`src/rtl/dmem_port_arbiter.sv`:
```
// Arbitrates the fetch and load/store ports onto a single-port data memory (IDLE/ACCESS/RESP).
// Optional build macro MISALIGN_TRAP_EN: misaligned halfword/word ls requests fault without touching memory.
module dmem_port_arbiter #(
  parameter int FAIR = 0
) (
  input  logic        clk,
  input  logic        rst,
  input  logic        if_req,
  input  logic [31:0] if_addr,
  output logic        if_gnt,
  output logic        if_rvalid,
  output logic [31:0] if_rdata,
  input  logic        ls_req,
  input  logic        ls_we,
  input  logic [1:0]  ls_width,
  input  logic [31:0] ls_addr,
  input  logic [31:0] ls_wdata,
  output logic        ls_gnt,
  output logic        ls_rvalid,
  output logic [31:0] ls_rdata,
  output logic        ls_fault,
  output logic        mem_en,
  output logic [3:0]  mem_we,
  output logic [31:0] mem_addr,
  output logic [31:0] mem_wdata,
  input  logic [31:0] mem_rdata,
  input  logic        mem_ready,
  output logic        busy
);

  typedef enum logic [1:0] {IDLE, ACCESS, RESP} state_t;

  state_t      state, state_nxt;
  logic        any_req, grant_ls, trap;
  logic        owner_ls, last_ls, gnt_q, fault_q, we_q;
  logic [1:0]  width_q;
  logic [31:0] addr_q, wdata_q, if_rdata_q, ls_rdata_q;
  logic [3:0]  base;
  logic [6:0]  we_wide;

  // owner_ls/last_ls: 1 = load/store port, 0 = fetch port
  always_comb begin
    any_req  = if_req | ls_req;
    grant_ls = ls_req;
    if (if_req && ls_req) grant_ls = (FAIR != 0) ? !last_ls : 1'b1;
  end

`ifdef MISALIGN_TRAP_EN
  assign trap = grant_ls && ((ls_width == 2'b01 && ls_addr[0]) ||
                             (ls_width == 2'b10 && ls_addr[1:0] != 2'b00));
`else
  assign trap = 1'b0;
`endif

  always_ff @(posedge clk) begin
    if (rst) state <= IDLE;
    else     state <= state_nxt;
  end

  always_comb begin
    state_nxt = state;
    busy      = 1'b1;
    mem_en    = 1'b0;
    mem_we    = 4'b0000;
    mem_addr  = 32'd0;
    mem_wdata = 32'd0;
    if_rvalid = 1'b0;
    ls_rvalid = 1'b0;
    base      = 4'b0000;
    we_wide   = 7'd0;
    case (state)
      IDLE: begin
        busy = 1'b0;
        if (any_req) state_nxt = trap ? RESP : ACCESS;
      end
      ACCESS: begin
        mem_en   = 1'b1;
        mem_addr = {addr_q[31:2], 2'b00};
        case (width_q)
          2'b00:   base = 4'b0001;
          2'b01:   base = 4'b0011;
          2'b10:   base = 4'b1111;
          default: base = 4'b0000;
        endcase
        we_wide   = {3'b000, base} << addr_q[1:0];
        mem_we    = we_q ? we_wide[3:0] : 4'b0000;
        mem_wdata = wdata_q << {addr_q[1:0], 3'b000};
        if (mem_ready) state_nxt = RESP;
      end
      RESP: begin
        if_rvalid = !owner_ls;
        ls_rvalid = owner_ls;
        state_nxt = IDLE;
      end
      default: state_nxt = IDLE;
    endcase
  end

  always_ff @(posedge clk) begin
    if (rst) begin
      last_ls    <= 1'b0;
      owner_ls   <= 1'b0;
      gnt_q      <= 1'b0;
      fault_q    <= 1'b0;
      we_q       <= 1'b0;
      width_q    <= 2'b00;
      addr_q     <= 32'd0;
      wdata_q    <= 32'd0;
      if_rdata_q <= 32'd0;
      ls_rdata_q <= 32'd0;
    end else begin
      gnt_q <= 1'b0;
      if (state == IDLE && any_req) begin
        gnt_q    <= 1'b1;
        owner_ls <= grant_ls;
        last_ls  <= grant_ls;
        fault_q  <= trap;
        we_q     <= grant_ls & ls_we;
        width_q  <= grant_ls ? ls_width : 2'b10;
        addr_q   <= grant_ls ? ls_addr : if_addr;
        wdata_q  <= grant_ls ? ls_wdata : 32'd0;
        if (trap) ls_rdata_q <= 32'd0;
      end
      // stores complete with a zero word so ls_rdata never shows stale read data
      if (state == ACCESS && mem_ready) begin
        if (owner_ls) ls_rdata_q <= we_q ? 32'd0 : mem_rdata;
        else          if_rdata_q <= mem_rdata;
      end
    end
  end

  assign if_gnt   = gnt_q & !owner_ls;
  assign ls_gnt   = gnt_q & owner_ls;
  assign if_rdata = if_rdata_q;
  assign ls_rdata = ls_rdata_q;
  assign ls_fault = ls_rvalid & fault_q;

endmodule

```
`config.mk`:
```
export PLATFORM = sky130hd
export DESIGN_NAME = dmem_port_arbiter
export DESIGN_NICKNAME = d
export VERILOG_FILES = /design/src/rtl/dmem_port_arbiter.sv
export SDC_FILE = /design/constraint.sdc
export NUM_CORES = 1
export LEC_CHECK = 0
export BUFFER_PORTS_ARGS = -buffer_cell sky130_fd_sc_hd__buf_2
export CORE_MARGIN = 8
export CORE_UTILIZATION = 51
export CTS_BUF_LIST = sky130_fd_sc_hd__clkbuf_16
export CTS_CLUSTER_DIAMETER = 40
export DETAILED_ROUTE_END_ITERATION = 10
export PLACE_DENSITY = 0.86
export SYNTH_ARGS = -nofsm -noshare
export SYNTH_HDL_FRONTEND = slang
export SYNTH_SLANG_ARGS = --single-unit
```
`constraint.sdc`:
```
create_clock -name clk -period 3.8 [get_ports clk]
set_input_delay 0.19 -clock clk [delete_from_list [all_inputs] [get_ports clk]]
set_output_delay 0.19 -clock clk [all_outputs]
set_load 0.05 [all_outputs]
```
# Word level (Yosys, flattened, before mapping)
# Index checks and enable logic that the tools add are counted.
dict set report word_totals {
  rom_bits 0
  wordCells 50
  out_inout_bits 139
  latchBits 0
  memories 0
  register_bits 135
  ram_bits 0
  inputBits 136
}
dict set report op_classes {
  reduce_logical 9
  magnitude_cmp 0
  muxes 19
  bitwise_logic 5
  div 0
  n_eq_ne 6
  add_sub_neg 0
  n_shift 2
  mul 0
}
# operator count
set ops {}
lappend ops {{32-bit 2-to-1 mux} 5}
lappend ops {{32-bit by 5-bit left shift with 32-bit output} 1}
lappend ops {{4-bit 2-to-1 mux} 3}
lappend ops {{4-bit case mux with 3 select lines} 1}
lappend ops {{1-bit 2-to-1 mux} 6}
lappend ops {{2-bit 2-to-1 mux} 3}
lappend ops {{2-bit AND reduction} 3}
lappend ops {{2-bit by 1-bit equality test with 1-bit output (second input constant)} 2}
lappend ops {{2-bit equality test (second input constant)} 2}
lappend ops {{2-bit logical NOT} 2}
lappend ops {{2-bit != test (second input constant)} 2}
lappend ops {{2-bit case mux with 2 select lines} 1}
lappend ops {{4-bit by 2-bit left shift with 4-bit output} 1}
lappend ops {{1-bit bitwise AND} 3}
lappend ops {{1-bit logical AND} 3}
lappend ops {{1-bit logical NOT} 1}
lappend ops {{1-bit inverter} 1}
lappend ops {{1-bit bitwise OR} 1}

# Logic depth before layout (Yosys ltp)
dict set report logic_depth {
  depth_word 6
  depth_mapped 7
  depth_no_buf 5
}

# Least setup slack after synthesis
# Ideal clock, no wire load.
dict set report synth_path {
  path_kind {register to output}
  start {register state[1]}
  end {output mem_we[0]}
  path_slack_ps 1244
  path_stages_with_launch 7
  t_arrival_ps 2366
  path_buffers 2
  required_ps 3610
  cell_sequence {dfxtp_1 buf_6 nand2b_1 buf_2 inv_2 nand2_1 nor4_1}
}
dict set report synth_between {
  elab_chain_len 2
}
# item line
set synth_rtl {}
lappend synth_rtl {{start: declaration} 33} ;# state_t state, state_nxt;
lappend synth_rtl {{start signal: assignment} 57} ;# else state <= state_nxt;
lappend synth_rtl {{2-bit by 1-bit equality test with 1-bit output} 71} ;# case (state)
lappend synth_rtl {{4-bit 2-to-1 mux} 71}
lappend synth_rtl {{end: declaration} 23} ;# output logic [3:0] mem_we,
# No other way between the ends.

# Final worst setup path
dict set report layout_path {
  start {register state[0]}
  end {output mem_we[0]}
}
# Same word-level chain as after synthesis.

==> impl_metrics.yaml <==
outcome:
  status: "completed"
yosys:
  syn-cell-area_sq_um: 6270
  synth_common_cells: "135 x dfxtp_1, 134 x a21oi_1, 134 x nand2_1, 48 x a211oi_1, 48 x mux2i_1"
  synthFlopType: "dfxtp_1"
  synth-seq-cells: 135
  synth-edff-count: 0
  synth_xor_area_frac: 0
  synth_most_common_cell: "dfxtp_1"
  ys_seq_area_frac: 0.431
  synthArstFlopShare: 0
  synth_top_family_by_area: "simple AND/OR/NAND/NOR gates"
  syn_inst: 748
  ys_warn_count: 0
  yosysTopAreaCell: "dfxtp_1"
  synthAdderAreaFrac: 0.00399
  synthMuxAreaShare: 0.0766
  syn_area_per_cell_sq_um: 8.39
  yosys.area_share.simple: 0.211
  synth_top_area_frac: 0.431
  synth_compound_area_frac: 0.206
  ys_types: 41
  synth_area_leaders: "dfxtp_1 43%, a21oi_1 11%, nand2_1 8.0%"
drt:
  route.detailed.drc: 0
  detail-route-antenna-nets: 0
  wl_mm: 19.5
  drt_iter0_drc: 444
  via_count: 6240
  first_pass_iters: 5
  via_per_inst: 5.49
  drt-wirelength-per-cell_um: 17.2
clocking:
  postCtsSetupBuffers: 0
  cts_buffer_depth: 2
  cts_hold_buf: 0
  clock_sinks: 135
  clk_pin_slew_ns: 0.06
  cts_tree: "built"
  cts-root-buf: "clkbuf_16"
  htree_levels: 4
  ctsResizeCount: 0
  worstSkewPairLatency_ns: 0.41
  cts_made_buffers: 17
sta:
  fin_worst_skew_ns: 0.00597
  drv_slew: 0
  setup_violations: 0
  setup-tns-final_ns: 0
  tightest_slew_ns: 1.06
  fmax_mhz: 332
  hold_viol: 0
  rsz0062_at_grt: "no"
  relSlewSlack: 0.290
  fin_crit_sh: 0.793
  fin_crit_ns: 3.01
power:
  ir_worst_vdd_mv: 0.332
  p_int_uw: 2750
  power_density_nw_per_um2: 484
  switching_share: 0.296
  combPwrFrac: 0.190
  p_clk_frac: 0.409
  p_leak_uw: 0.00369
  seqPwrFrac: 0.401
  power_switching_uw: 1150
min_path:
  min_path_type: "in2reg"
global_routing:
  grt_pass1_vias: 5943
  antenna_found_initial: 1
  grt_remaining_overflow: 0
  grt_pass1_wl_mm: 30.3
  grt_usage: 0.232
  grt_max_degree: 54
layout:
  nNetsFinal: 1115
  fin_cells: 1137
  areaGrowthSynthToFinish_pct: 28.5
  drive_gt1_frac: 0.323
  final_core_util: 0.671
floorplanning:
  fp.dieW_um: 127
  die_h_um: 127
  io_pins: 275
  initial_core_util: 0.522
  fp-row-count: 40
  die-area_sq_um: 16100
  core-area_sq_um: 12000
place:
  numPortBuffers: 271
  dp_hpwl_mm: 14.0
  place_inst: 1105
  place_congestion: 0.904
job:
  maxCapViolCount: 0
critical_path:
  critPathKind: "reg2out"
  cp-end-kind: "output pin"
  startpoint_type: "flop"
  cp.arrival_ns: 2.82
  crit_required_ns: 3.61
  crit_fanout: 35
registers in the layout (all words and copies together) (netlist names):
register and flops:
we_q 1, width_q 2, addr_q 32, gnt_q 1
state 2, ls_rdata 32, if_rdata 32, wdata_q 32
owner_ls 1
power groups by stage:
| stage | Clock (uW) | Sequential, uW | Combinational, uW |
|---|---|---|---|
| 2_1_floorplan | 0 | 1640 | 502 |
| 3_3_place_gp | 0 | 1590 | 732 |
| 4_1_cts | 1610 | 1560 | 744 |
| 5_1_grt | 1680 | 1580 | 799 |
| 3_5_place_dp | 0 | 1590 | 740 |
| 6_report | 1600 | 1560 | 744 |
worst max-delay path: stages (launching register included):
cell and delay [ns]:
dfxtp_1 0.60, nand2b_1 0.48, inv_2 0.55, nand2_1 0.21
nor4_1 0.25, buf_2 0.33
layer usage:
layer,vias up,global-route usage,part of all wire
met1,2868,0.272,0.41
met5,-,0,0
met2,296,0.375,0.47
met4,0,0.108,0.027
met3,39,0.0796,0.097
li1,3037,-,-
through the flow:
step	hold WS [ns]	power, uW	setup slack [ns]	area [sq um]
after floorplan	0.326	2140	1.24	6280
after global placement	0.435	2320	1.27	7490
after detailed placement	0.440	2330	1.24	7490
after CTS	0.00174	3920	0.776	8060
after global routing	0.00721	4050	0.487	8060
final	0.0188	3900	0.786	8060
final cells by class:
class	count	area, sq um
Antenna cell	1	2.50
Multi-Input combinational cell	535	3140
Fill cell	996	3950
Tap cell	147	184
Clock buffer	17	425
Timing Repair Buffer	283	1450
Clock inverter	14	144
Inverter	5	18.8
Sequential cell	135	2700
final timing paths:
path | slack, ns | endpoint | from | depth (start not counted)
max | 0.79 | mem_we[0] | state[0]$_SDFFE_PP0P_ | 5
min | 0.02 | we_q$_SDFFE_PP0P_ | ls_we | 3
max reg2reg | 1.33 | addr_q[18]$_SDFFE_PP0P_ | state[1]$_SDFFE_PP0P_ | 5
min reg2reg | 0.45 | ls_rdata[2]$_SDFFE_PP0P_ | ls_rdata[2]$_SDFFE_PP0P_ | 2
cell families (layout without fill, tap and decap cells):
kind of cell / count (synthesis) / in the layout
AO/OA/AOI/OAI: 227 / 227
adder cells (fa/ha/maj): 2 / 2
AND/OR/NAND/NOR: 255 / 255
flip-flops: 135 / 135
buffers and inverters: 80 / 319
multiplexers: 48 / 48
other: 1 / 4
cells in the final DEF (no fill, tap or decap), drive strengths merged, types with 11 or more instances in the layout:
master / Yosys / final
a211oi: 48 / 48
a21oi: 134 / 134
and2: 39 / 39
buf: 47 / 283
clkbuf: 28 / 17
dfxtp: 135 / 135
mux2i: 48 / 48
nand2: 134 / 134
nand3b: 33 / 33
nor2: 20 / 20
nor2b: 11 / 11
o21ai: 35 / 35
(Power assumes the default switching activity.)
